[src/rtl/cur_buf_pkg.sv]
// Shared definitions for the current-block buffer controller.
//   BUS_W           : pixel bus width in bits
//   BLK_BYTES       : bytes in one 8x8 current block
//   WORDS_PER_BLOCK : bus transfers per block
//   cur_ctrl_state_t: controller FSM states
package cur_buf_pkg;

  localparam int unsigned BUS_W           = 32;
  localparam int unsigned BLK_BYTES       = 64;
  localparam int unsigned WORDS_PER_BLOCK = BLK_BYTES * 8 / BUS_W;

  typedef enum logic [2:0] {
    StIdle,
    StPreload,
    StSwap,
    StRun,
    StWaitLoad,
    StDrain
  } cur_ctrl_state_t;

endpackage

[src/rtl/cur_buffer_ctrl.sv]
// Sequencer for the ping-pong current-block buffer of the motion-estimation engine.
// Loads each block into the back half, swaps halves, waits out the swap window and
// then hands the block to the PE array while the next block is prefetched.
// Ports:
//   clk, rst              : clock, synchronous active-high reset
//   start                 : pulse, begin a frame (only honoured when idle)
//   mem_valid / mem_ready : pixel source handshake
//   read_en               : buffer write strobe (one word per cycle)
//   next_block            : pulse, buffer swaps halves
//   fetch_idx             : block index the source must supply
//   blk_valid, blk_idx    : buffer output holds a stable block, and which one
//   pe_start / pe_done    : PE array handshake pulses
//   frame_done            : pulse, last block consumed
//   busy                  : controller not idle
module cur_buffer_ctrl #(
  parameter int unsigned WORDS_PER_BLOCK = 16,
  parameter int unsigned SWAP_LAT        = 7,
  parameter int unsigned NUM_BLOCKS      = 16,
  parameter int unsigned IDX_W           = 4
) (
  input  logic             clk,
  input  logic             rst,
  input  logic             start,
  input  logic             mem_valid,
  output logic             mem_ready,
  output logic             read_en,
  output logic             next_block,
  output logic [IDX_W-1:0] fetch_idx,
  output logic             blk_valid,
  output logic [IDX_W-1:0] blk_idx,
  output logic             pe_start,
  input  logic             pe_done,
  output logic             frame_done,
  output logic             busy
);

  import cur_buf_pkg::*;

  localparam int unsigned WcntW = (WORDS_PER_BLOCK > 1) ? $clog2(WORDS_PER_BLOCK) : 1;
  localparam int unsigned ScntW = (SWAP_LAT > 1) ? $clog2(SWAP_LAT) : 1;

  localparam logic [WcntW-1:0] WordLast = WcntW'(WORDS_PER_BLOCK - 1);
  localparam logic [ScntW-1:0] SwapLast = ScntW'(SWAP_LAT - 1);
  localparam logic [IDX_W-1:0] BlkLast  = IDX_W'(NUM_BLOCKS - 1);

  cur_ctrl_state_t  state;
  logic [WcntW-1:0] word_cnt;
  logic [ScntW-1:0] swap_cnt;
  logic [IDX_W-1:0] blk_cnt;
  logic [IDX_W-1:0] blk_inc;
  logic             back_full;
  logic             final_xfer;

  // The back half may only be written while it is not on the output (i.e. not in SWAP).
  always_comb begin
    mem_ready = 1'b0;
    if ((state == StPreload) || (state == StRun) || (state == StWaitLoad)) begin
      mem_ready = ~back_full;
    end
  end

  assign read_en    = mem_valid & mem_ready;
  assign final_xfer = read_en & (word_cnt == WordLast);
  assign busy       = (state != StIdle);
  assign blk_inc    = (blk_cnt == BlkLast) ? blk_cnt : blk_cnt + 1'b1;

  always_ff @(posedge clk) begin
    if (rst) begin
      state      <= StIdle;
      word_cnt   <= '0;
      swap_cnt   <= '0;
      blk_cnt    <= '0;
      back_full  <= 1'b0;
      fetch_idx  <= '0;
      blk_idx    <= '0;
      blk_valid  <= 1'b0;
      next_block <= 1'b0;
      pe_start   <= 1'b0;
      frame_done <= 1'b0;
    end else begin
      next_block <= 1'b0;
      pe_start   <= 1'b0;
      frame_done <= 1'b0;

      // Exactly WORDS_PER_BLOCK writes per block keep the buffer address aligned.
      if (read_en) begin
        if (word_cnt == WordLast) begin
          word_cnt  <= '0;
          back_full <= 1'b1;
        end else begin
          word_cnt <= word_cnt + 1'b1;
        end
      end

      case (state)
        StIdle: begin
          if (start) begin
            state     <= StPreload;
            blk_cnt   <= '0;
            word_cnt  <= '0;
            fetch_idx <= '0;
            back_full <= 1'b0;
          end
        end
        StPreload: begin
          if (final_xfer) begin
            state      <= StSwap;
            next_block <= 1'b1;
            swap_cnt   <= '0;
          end
        end
        StSwap: begin
          // next_block is high only in the first SWAP cycle
          if (next_block) begin
            back_full <= 1'b0;
            blk_idx   <= blk_cnt;
          end
          if (swap_cnt == SwapLast) begin
            pe_start  <= 1'b1;
            blk_valid <= 1'b1;
            if (blk_cnt == BlkLast) begin
              state     <= StDrain;
              fetch_idx <= '0;
            end else begin
              state     <= StRun;
              fetch_idx <= blk_cnt + 1'b1;
            end
          end else begin
            swap_cnt <= swap_cnt + 1'b1;
          end
        end
        StRun: begin
          if (pe_done) begin
            blk_valid <= 1'b0;
            if (back_full || final_xfer) begin
              state      <= StSwap;
              next_block <= 1'b1;
              swap_cnt   <= '0;
              blk_cnt    <= blk_inc;
            end else begin
              state <= StWaitLoad;
            end
          end
        end
        StWaitLoad: begin
          if (final_xfer) begin
            state      <= StSwap;
            next_block <= 1'b1;
            swap_cnt   <= '0;
            blk_cnt    <= blk_inc;
          end
        end
        StDrain: begin
          if (pe_done) begin
            state      <= StIdle;
            frame_done <= 1'b1;
            blk_valid  <= 1'b0;
            blk_idx    <= '0;
          end
        end
        default: state <= StIdle;
      endcase
    end
  end

endmodule
[config.mk]
export PLATFORM = sky130hd
export DESIGN_NAME = cur_buffer_ctrl
export DESIGN_NICKNAME = d
export VERILOG_FILES = /design/src/rtl/cur_buf_pkg.sv /design/src/rtl/cur_buffer_ctrl.sv
export SDC_FILE = /design/constraint.sdc
export NUM_CORES = 1
export LEC_CHECK = 0
export BUFFER_PORTS_ARGS = -buffer_cell sky130_fd_sc_hd__buf_2
export CAP_MARGIN = 15
export CORE_ASPECT_RATIO = 0.5
export CORE_UTILIZATION = 40
export DETAILED_ROUTE_END_ITERATION = 12
export GPL_TIMING_DRIVEN = 0
export SLEW_MARGIN = 20
export SYNTH_ARGS = -nofsm -noshare
export SYNTH_HDL_FRONTEND = slang
export SYNTH_SLANG_ARGS = --single-unit
[constraint.sdc]
create_clock -name clk -period 1.96 [get_ports clk]
set_clock_uncertainty 0.2 [all_clocks]
set_input_delay 0.588 -clock clk [delete_from_list [all_inputs] [get_ports clk]]
set_output_delay 0.588 -clock clk [all_outputs]
set_load 0.02 [all_outputs]
==> metrics.txt <==
Internal=0.916 mW; cells after synthesis=180; power per cell area=650 nW/µm²; Clock Latency Late Sink=280 ps; Synth Net Count=189; Final Wtd Congestion=0.851; full die area=3910 µm²; outcome=finished with violations; failing checks=negative setup slack; total power=1.32 mW; critical path class=reg2out; Crit path required time=1170 ps; Overflow after GRT=0; share of cells above drive strength 1=38.0%; post-synthesis sequential area ratio=37.0%; chip width=87.5 µm; Synthesis Warnings=0; sequential share of power=43.1%; Pre-antenna DRT Iters=4; flop2flop setup slack=-180 ps; row count=15; Setup crit start kind=flip-flop; vias in the first global route=1256; hpwl dp=2470 µm; cell repeated most along the worst path=buf_6; gr usage total=20.9%; Slew @ Worst Pin=751 ps; post-route DRC violation count=0; shortest period the worst path allows=2330 ps; max-slew violation count=0; Antenna Nets Post-Route=0; endpoint class of the critical path=output pin; H-Tree Depth=1; Final setup viols=17; combinational share of power=30.8%; routed wire length=3750 µm; leakage power total=0.818 nW; total of max-cap violations=0; # fillers=315; ANT cells=0; worst r2r src=state[2]; Worst Path Max Fanout=6; Syn Area/Cell=8.12 µm²; switching power=0.405 mW; RSZ-0062 raised after global routing=true; clk sinks=27; critical path arrival=1540 ps; Fin Setup TNS=-2330 ps; DR WL/cell=13.8 µm; post-route clock period utilization=119%; Peak VDD IR=0.000357 V; Clk pwr share=26.1%; final core utilization=58.5%; vias=1446; first-pass GRT wire length=6090 µm; max_slew headroom=49.8%; CP Cell Sequence=buf_6 -> buf_12 -> or2b_4 -> a21oi_4 -> nand2_4 -> clkinv_4 -> buf_6; CP max stage delay=350 ps; Critical Path Source=state[0]; synth unique cells=49; Worst-path clk slew=100 ps; Hold Path Class=reg2reg; num ports=20; PortBufs=19; placed cell area=1630 µm²; largest net degree at the start of global routing=18; deepest clock path buffer count=2; Synth-to-Final Area Change=39.0%; vias per cell=5.32; clk root buf=clkbuf_8; core area=3470 µm²; Sw Ratio=30.7%; Initial Util=42.1%; CTS Buf Count=3; #FFs+latches synth=27; DRT iter0 DRCs=58; Final WS setup=-370 ps; design area=2030 µm²; initial antenna violation count=0; hold wc startpoint=fetch_idx[0]; Synth Cell Area=1460 µm²; FMAX=429 MHz; Die Y=44.7 µm; final hold vios=0; Crit-path slowest cell=dfxtp_2; CTS tree=built; Total Nets Final=231
critical path: cells and delay by family (launching register included):
kind,cells,cell delay [ps]
simple gates,2,380
compound gates,1,180
flops,1,350
buf+inv,4,350
cell usage after synthesis, drive strengths merged:
library cell | number | area (µm²)
ha | 4 | 50.1
nor2b | 4 | 25.0
or3 | 3 | 18.8
a31oi | 2 | 12.5
clkbuf | 4 | 15.0
a41oi | 1 | 8.76
a221oi | 1 | 26.3
nor3 | 5 | 25.0
mux2i | 1 | 10.0
or4 | 1 | 7.51
nor2 | 20 | 75.1
dfxtp | 27 | 541
or3b | 2 | 20.0
nand3b | 1 | 7.51
nand3 | 10 | 50.1
nand4 | 1 | 6.26
nand2 | 18 | 70.1
o22ai | 1 | 6.26
xor2 | 1 | 8.76
a21boi | 1 | 7.51
o31ai | 1 | 7.51
and3b | 2 | 17.5
a22oi | 5 | 37.5
nor4b | 1 | 8.76
clkinv | 1 | 5.00
or2b | 1 | 8.76
xnor2 | 2 | 17.5
a2bb2oi | 2 | 17.5
inv | 4 | 15.0
or2 | 1 | 6.26
a21o | 1 | 7.51
buf | 6 | 35.0
a21oi | 19 | 110
o311ai | 1 | 8.76
and2 | 1 | 6.26
nand2b | 6 | 37.5
nor3b | 2 | 15.0
a211o | 3 | 26.3
o211ai | 1 | 7.51
a2111oi | 1 | 15.0
a32o | 1 | 10.0
o21ai | 10 | 50.1
registers in the layout, summed over array words and instances, names as in the netlist, 3 cells and up:
register	cells
blk_cnt	4
blk_idx	4
fetch_idx	4
state	3
swap_cnt	3
word_cnt	4
power groups by stage:
| stage | Sequential, mW | Combinational, mW | Clock (mW) |
|---|---|---|---|
| global route | 0.571 | 0.435 | 0.383 |
| finish | 0.569 | 0.408 | 0.344 |
| floorplan | 0.579 | 0.187 | 0 |
| global placement | 0.579 | 0.239 | 0 |
| detailed placement | 0.579 | 0.241 | 0 |
| CTS | 0.568 | 0.343 | 0.362 |
area by class of cell:
cell class / count / area, µm² / area share [%]
multi-input cells: 138 / 1000 / 49.4
flip-flops and latches: 27 / 547 / 26.9
repair buffers: 38 / 285 / 14.0
well taps: 51 / 63.8 / 3.14
plain buffers: 9 / 58.8 / 2.89
clock buffers: 3 / 41.3 / 2.03
inverters: 5 / 23.8 / 1.17
clock inverters: 1 / 8.76 / 0.431
path summary, 6_finish.rpt:
| path | end | cells after the start |
|---|---|---|
| min reg2reg | fetch_idx[0] | 2 |
| max | read_en | 7 |
| min | fetch_idx[0] | 2 |
| max reg2reg | blk_idx[1] | 6 |
cells in the final DEF (no fill, tap or decap), drive strengths merged, types with 2 or more instances in the layout:
master / count
a31oi: 2
buf: 44
nand2b: 6
a2bb2oi: 2
a211o: 3
a21oi: 19
xnor2: 2
nor2b: 4
clkbuf: 6
nand3: 10
ha: 4
and3b: 2
nor2: 20
inv: 5
or3b: 2
nand2: 18
nor3: 5
o21ai: 10
or3: 3
a22oi: 5
nor3b: 2
dfxtp: 27
what timing repair did:
action / 4_1_cts / 5_1_grt
buffers inserted: 12 / 9
hold buffers: 0 / 0
endpoints found under the setup margin: 16 / 23
endpoints found under the hold margin: 0 / 0
resized for setup: 29 / 28
pin swaps: 15 / 11
layer usage:
metal,part of all wire [%],GRT usage (%),up-vias
met5,0,0,-
met2,45,31.9,32
met3,5.9,7.86,6
li1,-,-,727
met1,48,28.8,681
met4,0.72,3.61,0
cell families after synthesis:
| group | synth area share, % |
|---|---|
| xor+xnor | 1.80 |
| fa+ha+maj | 3.42 |
| simple gates | 27.7 |
| compound gates | 24.6 |
| buf+inv | 4.79 |
| mux | 0.685 |
| flops | 37.0 |
through the flow:
stage                     setup WS (ps)  std cells  hold WS (ps)
after floorplan                   -89.2        180           264
after global placement             -264        250           268
after detailed placement           -279        250           274
after CTS                          -409        266           301
after global routing               -414        272           330
final                              -370        272           290
Power figures use the tool's default switching activity.
